--- src/rtl/branch_predict_ctrl.sv ---
// Branch prediction controller: direct-mapped BTB with per-entry prediction
// state, combinational fetch lookup, EX-stage resolve/update, mispredict
// detection and a saturating mispredict counter.
// Optional feature macro: BHT_2BIT_EN (2-bit saturating counters per entry).
// Without it, prediction is 1-bit: a valid hit predicts taken.

// One BTB entry: holds valid/tag/target (and counter) and applies its own
// update when the EX-stage resolve targets this index.
module bpc_entry #(
  parameter int TAG_W = 27
) (
  input  logic             clk,
  input  logic             rst,
  input  logic             upd,
  input  logic             taken,
  input  logic [TAG_W-1:0] wtag,
  input  logic [31:0]      wtgt,
  output logic             valid,
  output logic [TAG_W-1:0] tag,
  output logic [31:0]      tgt,
  output logic             pt
);
  logic hit;
  assign hit = valid && (tag == wtag);

`ifdef BHT_2BIT_EN
  logic [1:0] ctr;

  // Allocate on taken miss (weak-T), train counter on hit; reset wins.
  always_ff @(posedge clk) begin
    if (rst) begin
      valid <= 1'b0;
      ctr   <= 2'b01;
    end else if (upd) begin
      if (taken) begin
        valid <= 1'b1;
        tag   <= wtag;
        tgt   <= wtgt;
        ctr   <= !hit ? 2'b10 : ((ctr == 2'b11) ? 2'b11 : ctr + 2'd1);
      end else if (hit) begin
        ctr   <= (ctr == 2'b00) ? 2'b00 : ctr - 2'd1;
      end
    end
  end

  assign pt = ctr[1];
`else
  // Taken resolve allocates/refreshes; not-taken hit drops the entry.
  always_ff @(posedge clk) begin
    if (rst) begin
      valid <= 1'b0;
    end else if (upd) begin
      if (taken) begin
        valid <= 1'b1;
        tag   <= wtag;
        tgt   <= wtgt;
      end else if (hit) begin
        valid <= 1'b0;
      end
    end
  end

  assign pt = valid;
`endif
endmodule

module branch_predict_ctrl #(
  parameter int IDX_BITS = 3
) (
  input  logic        CPU_CLK,
  input  logic        CPU_RST,
  input  logic [31:0] PCF,
  output logic        PredTakenF,
  output logic [31:0] PredTargetF,
  input  logic        ValidE,
  input  logic [31:0] PCE,
  input  logic [2:0]  BranchTypeE,
  input  logic        BranchE,
  input  logic [31:0] BranchTargetE,
  input  logic        PredTakenE,
  input  logic [31:0] PredTargetE,
  output logic        MispredictE,
  output logic [31:0] RedirectPCE,
  output logic [15:0] MispredCnt
);
  localparam int ENTRIES = 1 << IDX_BITS;
  localparam int TAG_W   = 32 - IDX_BITS - 2;

  logic [ENTRIES-1:0]            e_valid;
  logic [ENTRIES-1:0][TAG_W-1:0] e_tag;
  logic [ENTRIES-1:0][31:0]      e_tgt;
  logic [ENTRIES-1:0]            e_pt;

  logic [IDX_BITS-1:0] idx_f, idx_e;
  logic [TAG_W-1:0]    tag_f, tag_e;
  logic                resolve, hit_f;

  assign idx_f   = PCF[IDX_BITS+1:2];
  assign tag_f   = PCF[31:IDX_BITS+2];
  assign idx_e   = PCE[IDX_BITS+1:2];
  assign tag_e   = PCE[31:IDX_BITS+2];
  assign resolve = ValidE && (BranchTypeE != 3'b000);

  // Word-aligned fetch PC: the byte-offset bits never reach the table.
  logic unused_pcf_lsb;
  assign unused_pcf_lsb = ^PCF[1:0];

  for (genvar i = 0; i < ENTRIES; i++) begin : g_ent
    bpc_entry #(.TAG_W(TAG_W)) u_ent (
      .clk   (CPU_CLK),
      .rst   (CPU_RST),
      .upd   (resolve && (idx_e == IDX_BITS'(i))),
      .taken (BranchE),
      .wtag  (tag_e),
      .wtgt  (BranchTargetE),
      .valid (e_valid[i]),
      .tag   (e_tag[i]),
      .tgt   (e_tgt[i]),
      .pt    (e_pt[i])
    );
  end

  // Fetch lookup reads current (pre-update) contents; no write bypass.
  assign hit_f       = e_valid[idx_f] && (e_tag[idx_f] == tag_f);
  assign PredTakenF  = hit_f && e_pt[idx_f];
  assign PredTargetF = hit_f ? e_tgt[idx_f] : 32'h0;

  assign MispredictE = resolve && ((PredTakenE != BranchE) ||
                                   (BranchE && (PredTargetE != BranchTargetE)));
  assign RedirectPCE = BranchE ? BranchTargetE : PCE + 32'd4;

  // Saturating mispredict counter; reset clears it.
  always_ff @(posedge CPU_CLK) begin
    if (CPU_RST)
      MispredCnt <= 16'h0;
    else if (MispredictE && (MispredCnt != 16'hFFFF))
      MispredCnt <= MispredCnt + 16'd1;
  end
endmodule

--- config.mk ---
export PLATFORM = sky130hd
export DESIGN_NAME = branch_predict_ctrl
export DESIGN_NICKNAME = d
export VERILOG_FILES = /design/src/rtl/branch_predict_ctrl.sv
export SDC_FILE = /design/constraint.sdc
export NUM_CORES = 1
export LEC_CHECK = 0
export CORE_MARGIN = 1.5
export CORE_UTILIZATION = 50
export CTS_CLUSTER_DIAMETER = 80
export DETAILED_ROUTE_END_ITERATION = 8
export GPL_ROUTABILITY_DRIVEN = 0
export PLACE_DENSITY = 0.77
export SLEW_MARGIN = 15
export SYNTH_ARGS = -nofsm -noshare
export SYNTH_HDL_FRONTEND = slang
export SYNTH_SLANG_ARGS = --single-unit
--- constraint.sdc ---
create_clock -name CPU_CLK -period 9.9 [get_ports CPU_CLK]
set_input_delay 0.99 -clock CPU_CLK [delete_from_list [all_inputs] [get_ports CPU_CLK]]
set_output_delay 0.99 -clock CPU_CLK [all_outputs]
set_load 0.05 [all_outputs]
# After elaboration in Yosys (flattened, before gate mapping)
# Index checks and enable logic that the tools add are counted.
# op_classes
add_sub_neg	2
n_lt_le_gt_ge	1
eq_ne	19
muxes	24
bitwise_logic	1
reduce_logical	49
# op_table
operator	n
27-bit equality test	9
32-bit binary-select mux with 3-bit select	1
32-bit 2-to-1 mux	3
27-bit binary-select mux with 3-bit select	1
32-bit by 3-bit adder with 32-bit output, second input constant	1
32-bit != test	1
27-bit 2-to-1 mux	1
3-bit AND reduction	8
1-bit logical AND	22
1-bit 2-to-1 mux	17
16-bit by 1-bit adder with 16-bit output, second input constant	1
16-bit != test, second input constant	1
2-bit AND reduction	8
2-bit nonzero test	8
3-bit equality test, second input constant	4
3-bit by 2-bit equality test with 1-bit output, second input constant	2
3-bit by 4-bit less-than comparator with 1-bit output, second input constant	1
1-bit binary-select mux with 3-bit select	1
3-bit by 1-bit equality test with 1-bit output, second input constant	1
3-bit logical NOT	1
3-bit nonzero test	1
1-bit logical OR	1
1-bit != test	1
1-bit inverter	1
# totals
reg_bits	496
output_inout_bits	82
wordCells	121

# Logic depth before layout (Yosys ltp)
# logic_depth
word_depth	5
mapped_depth	11

# By module
# From an unflattened synthesis, not the netlist that was laid out.
# hier_totals
cells_unflattened	1513
hier_area_um2	23495.0
# modules_own_cells
module	n_inst	cells_each	area_per_inst_um2	seq_area_each_um2
bpc_entry	8	102	2114.5	1791.7
branch_predict_ctrl	1	697	6578.8	320.3

# Worst setup path before layout
# OpenSTA, ideal clock, no wires.
# synth_timing
kind	input to output
start	input PCE[12]
end	output RedirectPCE[27]
arrival_time_ns	3.615
slack_ns	5.295
path_stages	8
path_buffers	1
path_cell_list	clkbuf_1 and4_1 nand3_1 nor2b_1 and2_1 nand4_1 xor2_1 o21ai_0
# synth_between
elab_chain_len	2
# synth_lines
element	line_no	source
start: declaration	76	input logic [31:0] PCE,
32-bit by 3-bit adder with 32-bit output	130	assign RedirectPCE = BranchE ? BranchTargetE : PCE + 32'd4;
32-bit 2-to-1 mux	130	
end: declaration	83	output logic [31:0] RedirectPCE,
# No other way between the ends.

# Worst setup path after layout
# layout_timing
start	input PCF[2]
end	output PredTargetF[18]
# layout_between
elab_chain_len	5
elab_cells_between_ends	9
classes_between	eq/ne (1); mux (7); reduce/logical (1)
# layout_lines
element	line_no	source
start: declaration	72	input logic [31:0] PCF,
27-bit binary-select mux with 3-bit select	124	assign hit_f = e_valid[idx_f] && (e_tag[idx_f] == tag_f);
27-bit 2-to-1 mux (implied by the code)	124	
27-bit equality test	124	
1-bit logical AND	124	
32-bit 2-to-1 mux *	126	assign PredTargetF = hit_f ? e_tgt[idx_f] : 32'h0;
end: declaration	74	output logic [31:0] PredTargetF,
# Mark *: on every way between the ends. The rest lies on a longest branch, timed or not. The select of a mux whose other input is x is not followed.

==> impl_table.tex <==
\begin{tabular}{lr}
\hline
Metric & Value \\
\hline
\multicolumn{2}{l}{\textbf{Placed design}} \\
Detailed placer's ending HPWL & 43100 um \\
Port Buf Inserts & 215 \\
Placed cell area & 25900 um2 \\
Worst Setup Slack post-DPL & 3270 ps \\
\multicolumn{2}{l}{\textbf{Synth}} \\
Adder and majority gate portion of the synthesized area & 0.00379 \\
Total standard cell area after synthesis & 23100 um2 \\
Proportion of synthesized area in mux cells & 0.141 \\
Compound-gate portion of the synthesized area & 0.0230 \\
Sequential area share after synthesis & 0.634 \\
Fraction of synthesized cell area in xor and xnor cells & 0.114 \\
Simple-gate area share of the yosys netlist & 0.0671 \\
Total nets after synthesis & 1576 \\
Number of warnings issued by yosys & 0 \\
Dominant combinational cell family by area after synthesis & multiplexers \\
Cell variety after synth & 46 \\
Flop and latch count out of synthesis & 496 \\
Synth Instances & 1433 \\
Average footprint of a synthesized cell & 16.1 um2 \\
\multicolumn{2}{l}{\textbf{Setup path}} \\
CP Launch Type & primary input \\
Worst Setup SP & PCF[2] \\
Critical path endpoint category & primary output \\
Start of the worst register-to-register path & MispredCnt[3] \\
Required time reported for the critical path endpoint & 8910 ps \\
Worst Path Max Fanout & 86 \\
CP arrival & 5600 ps \\
Critical path class & primary input to primary output \\
\multicolumn{2}{l}{\textbf{Floorplanning}} \\
Die span in y & 218 um \\
Count of standard-cell rows & 78 \\
Effective utilization at floorplan & 0.508 \\
Overall die area & 47500 um2 \\
Horizontal die dimension & 218 um \\
IO Pins & 218 \\
Placeable core region & 45500 um2 \\
\multicolumn{2}{l}{\textbf{STA}} \\
Setup TNS Final & 0 ps \\
Worst Setup Slack, final & 3310 ps \\
Final worst path period share & 0.665 \\
Worst hold margin & 491 ps \\
Final Slew Violations & 0 \\
Transition time at the pin with the least slew margin & 1020 ps \\
Hold violation total from the final report & 0 \\
Max-Slew Margin vs Limit & 0.319 \\
Setup repair after global routing missed its margin & false \\
Final setup fails & 0 \\
Maximum clock frequency & 152 MHz \\
Final Skew & 29.2 ps \\
Crit path time final & 6590 ps \\
\multicolumn{2}{l}{\textbf{Power}} \\
Power Density & 174 nW/um2 \\
Max IR drop VDD & 0.136 mV \\
P\_leak & 8.93 nW \\
\multicolumn{2}{l}{\textbf{GRT}} \\
Total overflow reported by the global router & 0 \\
Wire length of the first global-routing pass & 92700 um \\
Antenna violations before repair & 2 \\
Via count of the first global-routing pass & 13800 \\
Total routing resource utilization after global routing & 0.272 \\
Pin count of the biggest net entering global routing & 87 \\
\multicolumn{2}{l}{\textbf{Run status}} \\
Outcome & completed \\
\multicolumn{2}{l}{\textbf{Clock tree}} \\
Clock tree from TritonCTS & yes \\
Buffer depth of the longest clock path & 3 \\
Clock latency on the worst-skew pair & 610 ps \\
Clock buffers created by TritonCTS & 50 \\
Cells resized by post-CTS repair & 0 \\
Total of hold buffers inserted after clock tree synthesis & 0 \\
Post-CTS Repair Setup Buffers & 0 \\
CTS H-tree lvls & 2 \\
\# clock sinks & 496 \\
Clock-pin slew on the worst setup and hold paths & 60 ps \\
Root Driver & sky130\_fd\_sc\_hd\_\_clkbuf\_16 \\
\multicolumn{2}{l}{\textbf{Routing}} \\
DRC violations left & 0 \\
Total wirelength of the detailed-routed design & 64500 um \\
Number of nets still failing antenna checks after routing & 0 \\
Violation count after the first detailed-route iteration & 1684 \\
Via count & 14100 \\
Average wire per standard cell & 28.0 um \\
Via/cell ratio & 6.12 \\
Total iterations of the first detailed-routing run & 6 \\
\multicolumn{2}{l}{\textbf{Cells and area}} \\
Share of the core filled with cells in the final layout & 0.609 \\
Layout area overhead & 19.8\% \\
Layout Nets & 1803 \\
Share of post-route cells with drive strength above 1 & 0.165 \\
Final non-filler cell area & 27700 um2 \\
\multicolumn{2}{l}{\textbf{Job}} \\
Number of max-cap violations & 0 \\
\multicolumn{2}{l}{\textbf{Min path}} \\
Class of the worst hold path & flip-flop to flip-flop \\
Worst hold path startpoint & g\_ent[7].u\_ent.pt \\
\hline
\end{tabular}
cells in the mapped netlist, drive strengths merged:
| library cell | number | area, um2 |
|---|---|---|
| nor4b | 1 | 8.76 |
| o31ai | 8 | 60.1 |
| xnor2 | 174 | 1520 |
| mux4 | 108 | 2430 |
| a211oi | 1 | 7.51 |
| inv | 8 | 30.0 |
| clkbuf | 39 | 146 |
| nand4 | 62 | 394 |
| or3 | 2 | 12.5 |
| nand2 | 55 | 206 |
| a31o | 10 | 87.6 |
| o21a | 4 | 30.0 |
| a41oi | 1 | 8.76 |
| nand3b | 1 | 7.51 |
| ha | 7 | 87.6 |
| a221oi | 3 | 26.3 |
| dfxtp | 24 | 480 |
| or2 | 1 | 6.26 |
| o311a | 1 | 10.0 |
| a22oi | 1 | 7.51 |
| buf | 38 | 223 |
| and4 | 8 | 70.1 |
| nor2b | 6 | 37.5 |
| nor4 | 36 | 238 |
| nor3 | 4 | 20.0 |
| edfxtp | 472 | 14200 |
| a22o | 7 | 61.3 |
| and2 | 10 | 62.6 |
| o31a | 4 | 35.0 |
| or4 | 7 | 52.6 |
| o21ai | 31 | 155 |
| o211ai | 1 | 7.51 |
| xor2 | 127 | 1110 |
| mux2i | 77 | 771 |
| nor2 | 53 | 272 |
| nand2b | 3 | 18.8 |
| nand3 | 20 | 100 |
| and3 | 7 | 43.8 |
| mux2 | 4 | 45.0 |
| a21oi | 7 | 35.0 |
cells by family (layout without fill, tap and decap cells):
family          after synthesis  after routing
simple gates                276            276
other cells                   0              1
fa+ha+maj                     7              7
xor+xnor                    301            301
flops                       496            496
mux                         189            189
buf+inv                      85            353
compound gates               79             79
power by group:
part / total, W / switching (W) / internal, W / leakage [nW]
clock: 0.00202 / 0.000819 / 0.00121 / 0.861
combinational: 0.000468 / 0.000278 / 0.000190 / 3.63
sequential: 0.00233 / 0.0000111 / 0.00232 / 4.44
total: 0.00482 / 0.00111 / 0.00372 / 8.93
routing by layer:
| layer | vias up | track usage | share of wire |
|---|---|---|---|
| li1 | 6016 | - | - |
| met1 | 7114 | 0.374 | 0.39 |
| met5 | - | 0 | 0.00016 |
| met4 | 2 | 0.0901 | 0.035 |
| met3 | 137 | 0.0566 | 0.099 |
| met2 | 815 | 0.434 | 0.47 |
worst max-delay path, stage by stage:
cell                              delay [ps]
sky130_fd_sc_hd__clkbuf_8                740
sky130_fd_sc_hd__buf_4                   820
sky130_fd_sc_hd__mux4_2                  590
sky130_fd_sc_hd__mux2i_1                 160
sky130_fd_sc_hd__xor2_1                  200
sky130_fd_sc_hd__nand2_1                 140
sky130_fd_sc_hd__nor4_2                  310
sky130_fd_sc_hd__nand4_2                 120
sky130_fd_sc_hd__buf_4                   320
sky130_fd_sc_hd__nor2_2                  190
sky130_fd_sc_hd__clkdlybuf4s50_1         810
sequential cells by signal (all words and copies together), names as in the netlist:
signal,flops
g_ent.u_ent.tag,216
g_ent.u_ent.pt,8
g_ent.u_ent.tgt,256
MispredCnt,16
layout by cell type (no fill, tap or decap), types with 7 or more instances in the layout:
master / n
sky130_fd_sc_hd__a21oi_1: 7
sky130_fd_sc_hd__a22o_1: 7
sky130_fd_sc_hd__a31o_2: 10
sky130_fd_sc_hd__and3_1: 7
sky130_fd_sc_hd__and4_1: 8
sky130_fd_sc_hd__buf_4: 39
sky130_fd_sc_hd__bufinv_16: 10
sky130_fd_sc_hd__clkbuf_16: 51
sky130_fd_sc_hd__clkdlybuf4s50_1: 211
sky130_fd_sc_hd__clkinv_1: 11
sky130_fd_sc_hd__clkinv_2: 11
sky130_fd_sc_hd__dfxtp_1: 24
sky130_fd_sc_hd__edfxtp_1: 472
sky130_fd_sc_hd__ha_1: 7
sky130_fd_sc_hd__inv_1: 8
sky130_fd_sc_hd__mux2i_1: 77
sky130_fd_sc_hd__mux4_2: 108
sky130_fd_sc_hd__nand2_1: 55
sky130_fd_sc_hd__nand3_1: 20
sky130_fd_sc_hd__nand4_1: 61
sky130_fd_sc_hd__nor2_1: 22
sky130_fd_sc_hd__nor2_2: 29
sky130_fd_sc_hd__nor4_1: 34
sky130_fd_sc_hd__o21ai_0: 31
sky130_fd_sc_hd__o31ai_1: 8
sky130_fd_sc_hd__or4_1: 7
sky130_fd_sc_hd__xnor2_1: 174
sky130_fd_sc_hd__xor2_1: 127
final timing paths:
kind | endpoint | slack [ps] | depth (start not counted)
max | PredTargetF[18] | 3310 | 11
min | g_ent[7].u_ent.pt | 490 | 1
max reg2reg | MispredCnt[5] | 7400 | 7
min reg2reg | g_ent[7].u_ent.pt | 490 | 1
through the flow:
stage	total power [W]	std cells
3_5_place_dp	0.00284	2208
5_1_grt	0.00494	2302
3_3_place_gp	0.00283	2208
6_report	0.00482	2302
2_1_floorplan	0.00263	1433
4_1_cts	0.00484	2301
final cells by class:
type                       instances  area, um2
fill                            3421      17800
timing repair buffer             252       2420
inverter                           8       30.0
clock buffer                      56       1290
clock inverter                    37        453
multi-input combinational        852       8080
sequential                       496      14700
tap                              600        751
antenna                            1       2.50
No activity file was read; power rests on OpenSTA's default activity.
